`src/rtl/traffic_phase_sched.sv`:
```
// rtl/traffic_phase_sched.sv - timed two-street phase scheduler with walk phase and parade override
module traffic_phase_sched #(
  parameter int MIN_GREEN = 8,
  parameter int MAX_GREEN = 32,
  parameter int YELLOW    = 3,
  parameter int ALL_RED   = 2,
  parameter int WALK      = 6,
  parameter int CNT_W     = 6
) (
  input  logic       i_clk,
  input  logic       i_rstn,
  input  logic       i_t_a,
  input  logic       i_t_b,
  input  logic       i_ped,
  input  logic       i_parade,
  input  logic       i_parade_end,
  output logic [1:0] o_l_a,
  output logic [1:0] o_l_b,
  output logic       o_walk,
  output logic [2:0] o_state,
  output logic       o_ped_pending
);

  typedef enum logic [2:0] {
    S_AG = 3'd0,
    S_AY = 3'd1,
    S_RA = 3'd2,
    S_BG = 3'd3,
    S_BY = 3'd4,
    S_RB = 3'd5,
    S_PW = 3'd6
  } state_t;

  localparam logic [1:0] LAMP_RED    = 2'b00;
  localparam logic [1:0] LAMP_YELLOW = 2'b01;
  localparam logic [1:0] LAMP_GREEN  = 2'b10;

  localparam logic [CNT_W-1:0] T_MIN_G  = CNT_W'(MIN_GREEN - 1);
  localparam logic [CNT_W-1:0] T_MAX_G  = CNT_W'(MAX_GREEN - 1);
  localparam logic [CNT_W-1:0] T_YELLOW = CNT_W'(YELLOW - 1);
  localparam logic [CNT_W-1:0] T_ALLRED = CNT_W'(ALL_RED - 1);
  localparam logic [CNT_W-1:0] T_WALK   = CNT_W'(WALK - 1);

  state_t           state_q, state_d;
  logic [CNT_W-1:0] t_q, t_d;
  logic             ped_q, ped_d;
  logic             parade_q, parade_d;
  logic             last_dir_q, last_dir_d;   // 0: walk entered from RA, 1: from RB
  logic [1:0]       l_a_q, l_a_d;
  logic [1:0]       l_b_q, l_b_d;
  logic             walk_q, walk_d;

  logic dem_a, dem_b;
  logic enter_pw;

  // Next-state, timer, request latches and lamp decode of the next state
  always_comb begin
    state_d    = state_q;
    last_dir_d = last_dir_q;
    dem_b      = i_t_b | ped_q | parade_q;
    dem_a      = (i_t_a | ped_q) & ~parade_q;

    case (state_q)
      S_AG: if ((t_q >= T_MIN_G) && dem_b && (!i_t_a || (t_q == T_MAX_G) || parade_q))
              state_d = S_AY;
      S_AY: if (t_q == T_YELLOW) state_d = S_RA;
      S_RA: if (t_q == T_ALLRED) begin
              if (ped_q && !parade_q) begin
                state_d    = S_PW;
                last_dir_d = 1'b0;
              end else begin
                state_d = S_BG;
              end
            end
      S_BG: if ((t_q >= T_MIN_G) && dem_a && (!i_t_b || (t_q == T_MAX_G) || parade_q))
              state_d = S_BY;
      S_BY: if (t_q == T_YELLOW) state_d = S_RB;
      S_RB: if (t_q == T_ALLRED) begin
              if (ped_q && !parade_q) begin
                state_d    = S_PW;
                last_dir_d = 1'b1;
              end else begin
                state_d = S_AG;
              end
            end
      S_PW: if (t_q == T_WALK) state_d = last_dir_q ? S_AG : S_BG;
      default: state_d = S_AG;   // unused code 7 recovers to A green
    endcase

    // Green timers saturate so a long uncontested green keeps its max-green credit
    if (state_d != state_q)
      t_d = '0;
    else if (((state_q == S_AG) || (state_q == S_BG)) && (t_q == T_MAX_G))
      t_d = t_q;
    else
      t_d = t_q + CNT_W'(1);

    // The walk phase services every press latched so far, including one on the entry edge
    enter_pw = (state_d == S_PW) && (state_q != S_PW);
    if (enter_pw)
      ped_d = 1'b0;
    else if (i_ped && (state_q != S_PW))
      ped_d = 1'b1;
    else
      ped_d = ped_q;

    // Simultaneous set and clear leave parade unchanged
    if (i_parade && !i_parade_end)
      parade_d = 1'b1;
    else if (i_parade_end && !i_parade)
      parade_d = 1'b0;
    else
      parade_d = parade_q;

    l_a_d  = LAMP_RED;
    l_b_d  = LAMP_RED;
    walk_d = 1'b0;
    case (state_d)
      S_AG:    l_a_d  = LAMP_GREEN;
      S_AY:    l_a_d  = LAMP_YELLOW;
      S_BG:    l_b_d  = LAMP_GREEN;
      S_BY:    l_b_d  = LAMP_YELLOW;
      S_PW:    walk_d = 1'b1;
      default: ;
    endcase
  end

  // Scheduler state and registered Moore outputs
  always_ff @(posedge i_clk or negedge i_rstn) begin
    if (!i_rstn) begin
      state_q    <= S_AG;
      t_q        <= '0;
      ped_q      <= 1'b0;
      parade_q   <= 1'b0;
      last_dir_q <= 1'b0;
      l_a_q      <= LAMP_GREEN;
      l_b_q      <= LAMP_RED;
      walk_q     <= 1'b0;
    end else begin
      state_q    <= state_d;
      t_q        <= t_d;
      ped_q      <= ped_d;
      parade_q   <= parade_d;
      last_dir_q <= last_dir_d;
      l_a_q      <= l_a_d;
      l_b_q      <= l_b_d;
      walk_q     <= walk_d;
    end
  end

  assign o_l_a         = l_a_q;
  assign o_l_b         = l_b_q;
  assign o_walk        = walk_q;
  assign o_state       = state_q;
  assign o_ped_pending = ped_q;

endmodule

```
`config.mk`:
```
export PLATFORM = sky130hd
export DESIGN_NAME = traffic_phase_sched
export DESIGN_NICKNAME = d
export VERILOG_FILES = /design/src/rtl/traffic_phase_sched.sv
export SDC_FILE = /design/constraint.sdc
export NUM_CORES = 1
export LEC_CHECK = 0
export ABC_AREA = 1
export ABC_CLOCK_PERIOD_IN_PS = 3610
export BUFFER_PORTS_ARGS = -buffer_cell sky130_fd_sc_hd__buf_2
export CORE_MARGIN = 4
export CORE_UTILIZATION = 60
export DETAILED_ROUTE_END_ITERATION = 16
export PLACE_DENSITY = 0.79
export SYNTH_ARGS = -nofsm -noshare
export SYNTH_HDL_FRONTEND = slang
export SYNTH_SLANG_ARGS = --single-unit
```
`constraint.sdc`:
```
create_clock -name i_clk -period 3.61 [get_ports i_clk]
set_input_delay 0.361 -clock i_clk [delete_from_list [all_inputs] [get_ports i_clk]]
set_output_delay 0.361 -clock i_clk [all_outputs]
set_load 0.05 [all_outputs]
```
==> flow_summary.toml <==
[setup_path]
worst-path-max-fanout = 6
crit_arrival_ns = 2.01
cp-start-kind = "flop"
required_ns = 3.79
crit_type = "reg2reg"
crit_path_end_kind = "flop"

[grt]
gr-usage-met2_pct = 32.6
track_usage_pct = 20.0
antenna_found_initial = 0
grt_start_max_net_pins = 18
met1_usage_pct = 26.4
grt_overflow = 0
grt_busiest_layer = "met2"
grt_pass1_vias = 916
grt_pass1_wl_um = 3880
grt_use_met3_pct = 4.08

[floorplan]
io_pins = 16
start_util_pct = 64.0
coreArea_mm2 = 0.00175
die_height_um = 51.2
fp.dieW_um = 51.2
row_count = 15
dieArea_mm2 = 0.00262

[finish]
fillers = 156
final_nets = 177
syn_to_final_growth_pct = 10.3
diodes = 0
mostFrequentLayoutCells = "nand2_1, nor2_1, inv_1"
drive_gt1_share_pct = 22.4
final_common_cell = "nand2_1"
final_area_mm2 = 0.00123

[sta]
setup_viol = 0
slew_headroom_pct = 71.9
fmax_mhz = 548
worst_pin_slew_ns = 0.418
slew_viol_final = 0
period_needed_ns = 1.83
skew_ns = 0.00515
min_period_over_period_pct = 50.6
tns_ns = 0
timing.final.hold_violations = 0
rsz0062_at_grt = "false"

[power]
combPwrFrac_pct = 57.3
power_density_mw_per_mm2 = 762
p_int_w = 0.000439
ir_worst_vdd_v = 0.000707
p_total_w = 0.000939
switching_share_pct = 53.2
power_leakage_nw = 0.632
clkPwrFrac_pct = 10.8
switching_power_w = 0.000500
pwr-share-seq_pct = 31.9

[placed_design]
dp_hpwl_um = 1810
place_area_mm2 = 0.00120
place_congestion = 0.849
io_buffers = 15

[route]
drtIter0Drc = 23
vias = 977
wl_per_cell_um = 12.1
dr.pass1.iters = 4
ant_nets = 0
finalWirelength_um = 2300
viasPerCell = 5.14
route.detailed.drc = 0

[clock_network]
cts_setup_buffers = 0
cts_tree = "built"
clockRootBuffer = "clkbuf_4"
clk_pin_slew_ns = 0.10
worstSkewPairLatency_ns = 0.28
htree_levels = 1
cts_buffer_depth = 2
cts.sinks = 17
cts_inserted_buffers = 3

[yosys]
synth.distinct_cells = 27
yosysTopAreaCellShare_pct = 35.8
postSynthCellCount = 148
yosysWarnings = 0
synth_nets = 159
netlist_area_mm2 = 0.00112
synthFlopType = "dfrtp_1"
ys_async_sr_fraction_pct = 100
ys_top_cells_by_area = "dfrtp_1, nand2_1, nor2_1, inv_1, ha_1"
yosysTopAreaCell = "dfrtp_1"
ys_seq_area_share_pct = 38.2
syn_avg_cell_area_um2 = 7.55
synth_edf_count = 0
ys_ff_latch = 17

[flow_run]
maxCapViolations = 0

[hold_path]
hold_class = "in2reg"

[outcome]
status = "finished, final reports clean"
## synthesized netlist by cell type, types with 3 or more instances
library cell and number:
nand2_1 31, ha_1 4, nand3_1 10, nor3_1 7, dfrtp_1 16, inv_1 18
nand4_1 5, nand2_2 3, a21oi_1 3, nand3_2 5, xor2_1 3, o21ai_0 3
nor2_1 20, nor2_2 4
## per-stage QoR
stage	util, %	setup WS, ns	instances	hold slack, ns
after detailed placement	68.5	1.80	185	0.305
after CTS	70.6	1.79	190	0.341
after global placement	68.5	1.79	185	0.302
after global routing	70.6	1.61	190	0.345
final	70.6	1.78	190	0.338
after floorplan	-	1.74	148	0.0654
## registers in the layout, summed over array words and instances (netlist names)
signal / flops
last_dir_q: 1
o_l_a: 2
o_l_b: 2
parade_q: 1
t_q: 6
o_ped_pending: 1
o_walk: 1
o_state: 3
## final timing paths
check,from,to,slack (ns),cells past startpoint
worst max-delay path,t_q[1],t_q[3],1.78,12
worst min-delay path,i_ped,o_ped_pending,0.34,3
worst max register to register,t_q[1],t_q[3],1.78,12
worst min register to register,last_dir_q,last_dir_q,0.57,2
max in group asynchronous,i_rstn,o_l_a[1],2.78,2
min in group asynchronous,i_rstn,last_dir_q,0.51,2
## power by group through the flow
stage	logic (W)	clock network, W	registers (W)
after floorplan	0.000334	0	0.000402
after global placement	0.000533	0	0.000299
after detailed placement	0.000536	0	0.000302
after CTS	0.000540	0.000105	0.000298
after global routing	0.000589	0.000115	0.000307
final	0.000538	0.000101	0.000300
## layout make-up
cell class,instances,area [um^2],area share [%]
Multi-Input combinational cell,107,584,47.4
Sequential cell,17,427,34.6
Timing Repair Buffer,16,85.1,6.90
Inverter,21,78.8,6.40
Tap cell,25,31.3,2.54
Clock buffer,4,26.3,2.13
## logic make-up (layout without fill, tap and decap cells)
group	count (synthesis)	count (layout)	share of synthesized area, %
AO/OA/AOI/OAI	11	11	5.93
adder cells (fa/ha/maj)	4	4	4.48
flip-flops	17	17	38.2
XOR/XNOR	3	3	2.35
buffers and inverters	24	41	9.52
AND/OR/NAND/NOR	89	89	39.5
## repair_timing
| item | in CTS | in global routing |
|---|---|---|
| endpoints found under the hold margin | 16 | 0 |
| resized for setup | 0 | 0 |
| hold buffers | 1 | 0 |
## worst max-delay path, stage by stage (launching register included)
cell and delay, ns:
dfrtp_1 0.41, inv_1 0.08, ha_1 0.22, nand3_2 0.13, clkinv_1 0.09, nand3_1 0.07, nand2_1 0.05, a21oi_1 0.26
nand2_2 0.11, nand2_1 0.07, nand2_1 0.06, nand2_2 0.12, nor2_1 0.06
## per-layer routing
metal	share of wire [%]	wire length, um
met1	49	1130
met2	44	1020
met3	5.2	120
met4	1.2	27
met5	0	0
(Power assumes the default switching activity.)
